`config.mk`:
```
export PLATFORM = sky130hd
export DESIGN_NAME = mag_estimator
export DESIGN_NICKNAME = d
export VERILOG_FILES = /design/src/rtl/mag_estimator.sv
export SDC_FILE = /design/constraint.sdc
export NUM_CORES = 1
export LEC_CHECK = 0
export ABC_AREA = 1
export CORE_MARGIN = 4
export CORE_UTILIZATION = 47
export CTS_BUF_LIST = sky130_fd_sc_hd__clkbuf_8
export DETAILED_ROUTE_END_ITERATION = 6
export PLACE_DENSITY = 0.69
export SLEW_MARGIN = 20
export SYNTH_ARGS = -nofsm -noshare
export SYNTH_HDL_FRONTEND = slang
export SYNTH_SLANG_ARGS = --single-unit
```
`constraint.sdc`:
```
create_clock -name clock -period 3.15 [get_ports clock]
set_input_delay 0.4725 -clock clock [delete_from_list [all_inputs] [get_ports clock]]
set_output_delay 0.4725 -clock clock [all_outputs]
set_load 0.01 [all_outputs]
```
`src/rtl/mag_estimator.sv`:
```
// Alpha-max/beta-min magnitude estimator with a 3-stage pipeline and a
// non-overlapping window producing mean and peak of every 2^LOG_WIN magnitudes.
module mag_estimator #(
  parameter int DATA_WIDTH = 16,
  parameter int LOG_WIN    = 4
) (
  input  logic                         clock,
  input  logic                         reset,
  input  logic                         enable,
  input  logic signed [DATA_WIDTH-1:0] i,
  input  logic signed [DATA_WIDTH-1:0] q,
  input  logic                         input_strobe,
  input  logic [1:0]                   mode,
  output logic [DATA_WIDTH-1:0]        mag,
  output logic                         mag_stb,
  output logic [DATA_WIDTH-1:0]        avg_mag,
  output logic [DATA_WIDTH-1:0]        peak_mag,
  output logic                         avg_stb
);

  localparam int AW = DATA_WIDTH + LOG_WIN;

  // Two's-complement negate; the most negative input maps to 2^(DATA_WIDTH-1).
  function automatic logic [DATA_WIDTH-1:0] abs_val(input logic [DATA_WIDTH-1:0] x);
    return x[DATA_WIDTH-1] ? (~x + DATA_WIDTH'(1'b1)) : x;
  endfunction

  logic [DATA_WIDTH-1:0] abs_i_r, abs_q_r, max_r, min_r, mag_r;
  logic [1:0]            mode1_r, mode2_r;
  logic                  v1_r, v2_r, mag_stb_r;
  logic [LOG_WIN-1:0]    cnt_r;
  logic [AW-1:0]         acc_r;
  logic [DATA_WIDTH-1:0] peak_r, avg_r, peak_out_r;
  logic                  avg_stb_r;

  logic [DATA_WIDTH-1:0] mag_next_s, peak_next_s, avg_next_s;
  logic [AW-1:0]         acc_sum_s;

  // Shift-and-add combination of max/min for the sample's own mode.
  always_comb begin
    mag_next_s = max_r;
    case (mode2_r)
      2'd0:    mag_next_s = max_r + (min_r >> 2);
      2'd1:    mag_next_s = max_r + (min_r >> 1);
      2'd2:    mag_next_s = max_r + (min_r >> 2) + (min_r >> 3);
      2'd3:    mag_next_s = max_r - (max_r >> 4) + (min_r >> 1) - (min_r >> 5);
      default: mag_next_s = max_r;
    endcase
  end

  // Window arithmetic on the magnitude currently being presented.
  always_comb begin
    acc_sum_s  = acc_r + {{LOG_WIN{1'b0}}, mag_r};
    avg_next_s = acc_sum_s[AW-1:LOG_WIN];
    if (mag_r > peak_r) begin
      peak_next_s = mag_r;
    end else begin
      peak_next_s = peak_r;
    end
  end

  // Pipeline: abs -> max/min -> magnitude; valid bits carry each sample's slot.
  always_ff @(posedge clock) begin
    if (reset) begin
      abs_i_r   <= '0;
      abs_q_r   <= '0;
      mode1_r   <= 2'd0;
      v1_r      <= 1'b0;
      max_r     <= '0;
      min_r     <= '0;
      mode2_r   <= 2'd0;
      v2_r      <= 1'b0;
      mag_r     <= '0;
      mag_stb_r <= 1'b0;
    end else if (enable) begin
      v1_r <= input_strobe;
      if (input_strobe) begin
        abs_i_r <= abs_val(i);
        abs_q_r <= abs_val(q);
        mode1_r <= mode;
      end
      v2_r <= v1_r;
      if (v1_r) begin
        mode2_r <= mode1_r;
        if (abs_i_r >= abs_q_r) begin
          max_r <= abs_i_r;
          min_r <= abs_q_r;
        end else begin
          max_r <= abs_q_r;
          min_r <= abs_i_r;
        end
      end
      mag_stb_r <= v2_r;
      if (v2_r) begin
        mag_r <= mag_next_s;
      end
    end
  end

  // Window accumulation; the closing sample is folded in and state clears together.
  always_ff @(posedge clock) begin
    if (reset) begin
      cnt_r      <= '0;
      acc_r      <= '0;
      peak_r     <= '0;
      avg_r      <= '0;
      peak_out_r <= '0;
      avg_stb_r  <= 1'b0;
    end else if (enable) begin
      avg_stb_r <= 1'b0;
      if (mag_stb_r) begin
        if (&cnt_r) begin
          avg_r      <= avg_next_s;
          peak_out_r <= peak_next_s;
          avg_stb_r  <= 1'b1;
          cnt_r      <= '0;
          acc_r      <= '0;
          peak_r     <= '0;
        end else begin
          cnt_r  <= cnt_r + LOG_WIN'(1'b1);
          acc_r  <= acc_sum_s;
          peak_r <= peak_next_s;
        end
      end
    end
  end

  // Strobes are held while frozen and shown only in enabled cycles.
  assign mag      = mag_r;
  assign mag_stb  = mag_stb_r & enable;
  assign avg_mag  = avg_r;
  assign peak_mag = peak_out_r;
  assign avg_stb  = avg_stb_r & enable;

endmodule

```
== Word level (Yosys, flattened, before mapping) ==
Index checks and enable logic that the tools add are counted.
Cells by class
  add/subtract/negate cells: 10
  $lt $le $gt $ge: 2
  eq/ne operators: 3
  multiplexer cells: 11
  bitwise gates (word level): 4
  reduce and logical (&&, ||, !) cells: 7
Operators by type and width (count)
  two-way mux 16 bit: 6
  case mux 16 bit (4 select lines): 1
  adder 16 x 1 -> 16 bit, second input constant: 2
  adder 16 x 15 -> 16 bit: 2
  inverter 16 bit: 2
  adder 20 x 16 -> 20 bit: 1
  two-way mux 20 bit: 1
  adder 16 x 13 -> 16 bit: 1
  adder 16 x 14 -> 16 bit: 1
  greater-or-equal comparator 16 bit: 1
  > comparator 16 bit: 1
  subtractor 16 x 11 -> 16 bit: 1
  subtractor 16 x 12 -> 16 bit: 1
  AND reduction 2 bit: 4
  AND reduction 6 bit: 1
  adder 4 x 1 -> 4 bit, second input constant: 1
  == test 2 bit, second input constant: 2
  two-way mux 4 bit: 1
  AND reduction 4 bit: 1
  AND 1 bit: 2
  == test 2 x 1 -> 1 bit, second input constant: 1
  zero test 2 bit: 1
  two-way mux 1 bit: 2
Storage, ports and cells
  flip-flop bits (word level): 160
  input port bits: 38
  logic and storage cells: 53

== Depth between registers and ports, before layout ==
Gate-level depths: netlist (run 1).
  word-level depth: 4
  gate-level depth with buffers: 22
  gate-level depth less buffers: 22

== Worst setup path after synthesis (run 1) ==
No wires, ideal clock.
  kind: flip-flop to flip-flop
  start point: register max_r[0]
  end point: register mag_r[15] (netlist: mag[15])
  setup time: 0.070 ns
  data arrival time: 3.036 ns
  required time: 3.080 ns
  path slack: 0.043 ns
  stages on the path, launching flop included: 21
  path buffers: 0
  cell sequence: dfxtp_1 > ha_1 > fa_1 > nand2_1 > nand3_2 > a21oi_2 > o21ai_1 > a21oi_1 > nand2_1 > and2_1 > ha_1 > nand2_1 > nor2_1 > nand2_1 > o21ai_0 > nand3_1 > nand2_1 > nand3_1 > nand3_1 > nand2_1 > a21oi_1
Between the ends
  longest elaborated chain between the ends: 4
  elaborated cells between the ends (all ways): 7
  classes of those cells: add/sub: 6; mux: 1
RTL lines
  start: declaration: RTL line 28  | logic [DATA_WIDTH-1:0] abs_i_r, abs_q_r, max_r, min_r, mag_r;
  start signal: assignment: RTL line 86  | max_r <= abs_i_r;
  start signal: assignment: RTL line 89  | max_r <= abs_q_r;
  subtractor 16 x 12 -> 16 bit: RTL line 46  | 2'd3: mag_next_s = max_r - (max_r >> 4) + (min_r >> 1) - (min_r >> 5);
  adder 16 x 15 -> 16 bit: RTL line 46
  subtractor 16 x 11 -> 16 bit: RTL line 46
  case mux 16 bit (4 select lines) (*): RTL line 42  | case (mode2_r)
  end signal: assignment: RTL line 95  | mag_r <= mag_next_s;
  end: declaration: RTL line 28
Every way passes the cells marked *; elsewhere a longest branch is shown, timed or not.
A chain may end at the register's enable or synchronous reset.

== Worst setup path after layout (run 1) ==
  start point: register max_r[0]
  end point: register mag_r[8] (netlist: mag[8])
Same word-level chain as after synthesis.

==> impl_metrics.ini, run 1 <==
[power_and_ir_drop]
pwr-share-clk_pct = 28.8
internal_power_uw = 3600
switching_share_pct = 36.4
power.switching_uw = 2060
fin_total_pwr_uw = 5660
ir_drop_uv = 223
p_leak_uw = 0.00696
power_frac_comb_pct = 33.7
pwr-share-seq_pct = 37.4
powerDensity_nw_per_um2 = 370

[finish]
num-nets-final = 2149
fin_util_pct = 60.1
area_growth_syn_to_layout_pct = 24.4
drive_gt1_share_pct = 15.5
fillers = 2426
num_antenna_cells = 0

[synthesis]
synth.cell_area_um2 = 12300
synth_cell_type_count = 56
syn-num-nets = 1980
synthSimpleGateAreaFrac_pct = 22.4
synthAdderAreaFrac_pct = 17.2
synth_common_cells = nand2_1, a21oi_1, inv_1
synthMuxAreaShare_pct = 0
yosysMostFrequentCell = nand2_1
avgSynthCellArea_um2 = 6.88
ys_ff_latch = 159
ys.flop_type = dfxtp_1
synth_xor_xnor_area_share_pct = 3.41
async_reset_ff_share_pct = 0
yosysTopAreaCell = dfxtp_1
yosysSeqAreaShare_pct = 25.9
synth_top_family_by_area = simple AND/OR/NAND/NOR gates
yosys-top-cells-area = dfxtp_1, ha_1, nand2_1
ys_warn_count = 0
synth-edff-count = 0
yosys.area.top_type_share_pct = 25.9
synth_compound_area_share_pct = 21.8
syn_inst = 1790

[routing]
routed_wl_mm = 36.5
viasPerCell = 5.39
drt_iter0_drc = 896
wl_per_cell_um = 15.9
drtPass1Iterations = 6
antenna_left = 0
vias = 12404
drcViolationCount = 0

[global_route]
antenna_found_initial = 1
grt_use_total_pct = 24.7
grt_max_degree = 61
grt_pass1_wl_mm = 58.2
gr-total-overflow = 0
grt_pass1_vias = 11458

[min_path]
min_path_type = register to register

[sta]
tns_ns = 0
tightest_slew_ns = 0.866
setup_viol = 0
fmax_mhz = 318
rsz0062_at_grt = true
final.setup.worst_slack_ns = 0.00947
finalCritPeriodShare_pct = 99.7
worst_hold_slack_ns = 0.464
final_hold_viol_count = 0
relSlewSlack_pct = 42.1
finalMaxSlewViolations = 0
fin_crit_ns = 3.14
finClkSkew_ns = 0.0256

[setup_path]
critPathArrivalTime_ns = 3.50
cp.required_ns = 3.51
start_kind = register
crit_type = register to register
cp_max_fo = 5
worst_setup_path_end_kind = register

[die]
dieArea_um2 = 28800
ioPinCount = 88
die_width_um = 170
initial_core_util_pct = 48.3
fp.dieH_um = 170
core_area_um2 = 25500
fp-row-count = 58

[flow_run]
drv_cap = 0

[clock_tree]
cts.clk_slew.worst_paths_ns = 0.09
cts.hold.buffers_added = 0
htreeDepth = 4
clock-root-buffer = clkbuf_8
clk_latency_ns = 0.48
cts_max_path_buffers = 2
cts_sinks = 159
cts_tree = done
numCtsBuffers = 17

[placement]
gp_congestion = 0.931
io_buffers = 87
dpl.hpwl_mm = 28.4
pre_cts_ws_ns = -0.207

[status]
status = finished clean
-- cells by family after synthesis --
logic type      after synthesis
fa+ha+maj                   152
compound gates              488
buf+inv                     301
flops                       159
xor+xnor                     48
simple gates                642
-- timing repair --
item,CTS,global route
pin swaps,4,39
resized for setup,27,108
endpoints found under the setup margin,10,11
setup buffers,0,7
-- path summary, 6_finish.rpt --
path / from / to / slack [ns] / depth (start not counted)
hold / removal: v2_r / v2_r / 0.46 / 2
setup reg to reg: max_r[0] / mag[8] / 0.009 / 17
setup / recovery: max_r[0] / mag[8] / 0.009 / 17
hold reg to reg: v2_r / v2_r / 0.46 / 2
-- flip-flops by register name (all words and copies together) (netlist names) --
name	count
abs_i_r	16
abs_q_r	16
acc_r	20
avg_mag	16
avg_stb_r	1
cnt_r	4
mag	16
mag_stb_r	1
max_r	16
min_r	15
mode1_r	2
mode2_r	2
peak_mag	16
peak_r	16
v1_r	1
v2_r	1
-- metal layers --
metal,GRT usage (%),routed length (um),up-vias
li1,-,-,6313
met1,34.4,17200,5696
met2,40.0,16400,323
met3,3.11,1780,72
met4,7.74,1070,0
met5,0,0,-
-- per-stage QoR --
stage	std cells	area, um^2
floorplan	1790	12300
global placement	2263	14200
detailed placement	2263	14200
CTS	2295	14800
global route	2302	15300
finish	2302	15300
-- worst max-delay path: stages, from the launching register on --
cell and delay (ns):
dfxtp_4 0.37, fa_1 0.55, inv_1 0.05, fa_1 0.44
inv_2 0.08, ha_4 0.13, fa_2 0.22, nand3_2 0.08
nand2_2 0.10, nand2_4 0.06, a21oi_4 0.27, nand3_2 0.10
nand2_2 0.09, a21oi_2 0.05, o21ai_1 0.10, nand4_1 0.15
nor2_1 0.14, nor2_1 0.05
-- cell type report --
class / instances / area (um^2) / area share, %
Clock buffer: 18 / 248 / 1.62
Clock inverter: 14 / 174 / 1.14
Inverter: 242 / 908 / 5.93
Multi-Input combinational cell: 1330 / 8540 / 55.8
Sequential cell: 159 / 3220 / 21.0
Tap cell: 330 / 413 / 2.70
Timing Repair Buffer: 209 / 1810 / 11.9
-- placed cells by master, fill, tap and decap left out, types with 9 or more instances in the layout --
| cell | n |
|---|---|
| a21oi_1 | 223 |
| a21oi_2 | 20 |
| buf_4 | 118 |
| clkbuf_8 | 18 |
| clkdlybuf4s50_1 | 86 |
| dfxtp_1 | 145 |
| fa_1 | 26 |
| ha_1 | 105 |
| ha_4 | 18 |
| inv_1 | 227 |
| inv_2 | 14 |
| nand2_1 | 359 |
| nand2_2 | 24 |
| nand3_1 | 100 |
| nand3_2 | 9 |
| nand4_1 | 12 |
| nor2_1 | 84 |
| nor3_1 | 11 |
| o211ai_1 | 29 |
| o21ai_0 | 128 |
| o21ai_1 | 32 |
| xnor2_1 | 13 |
| xor2_1 | 29 |
-- power by group through the flow --
| stage | clock, uW | combinational [uW] | sequential [uW] |
|---|---|---|---|
| after floorplan | 0 | 1020 | 2150 |
| after global placement | 0 | 1550 | 2160 |
| after detailed placement | 0 | 1560 | 2160 |
| after CTS | 1670 | 1620 | 2120 |
| after global routing | 1750 | 2120 | 2130 |
| final | 1630 | 1910 | 2120 |
No activity file was read; power rests on OpenSTA's default activity.
==> inputs of run 2 (changes only) <==
--- a/config.mk
+++ b/config.mk
@@ -10,8 +10,8 @@
 export CORE_UTILIZATION = 47
 export CTS_BUF_LIST = sky130_fd_sc_hd__clkbuf_8
 export DETAILED_ROUTE_END_ITERATION = 6
+export HOLD_SLACK_MARGIN = 0.03
 export PLACE_DENSITY = 0.69
-export SLEW_MARGIN = 20
 export SYNTH_ARGS = -nofsm -noshare
 export SYNTH_HDL_FRONTEND = slang
 export SYNTH_SLANG_ARGS = --single-unit
==> results of run 2 <==
Same layout as run 1: the final DEF is identical, and so are final timing and power.
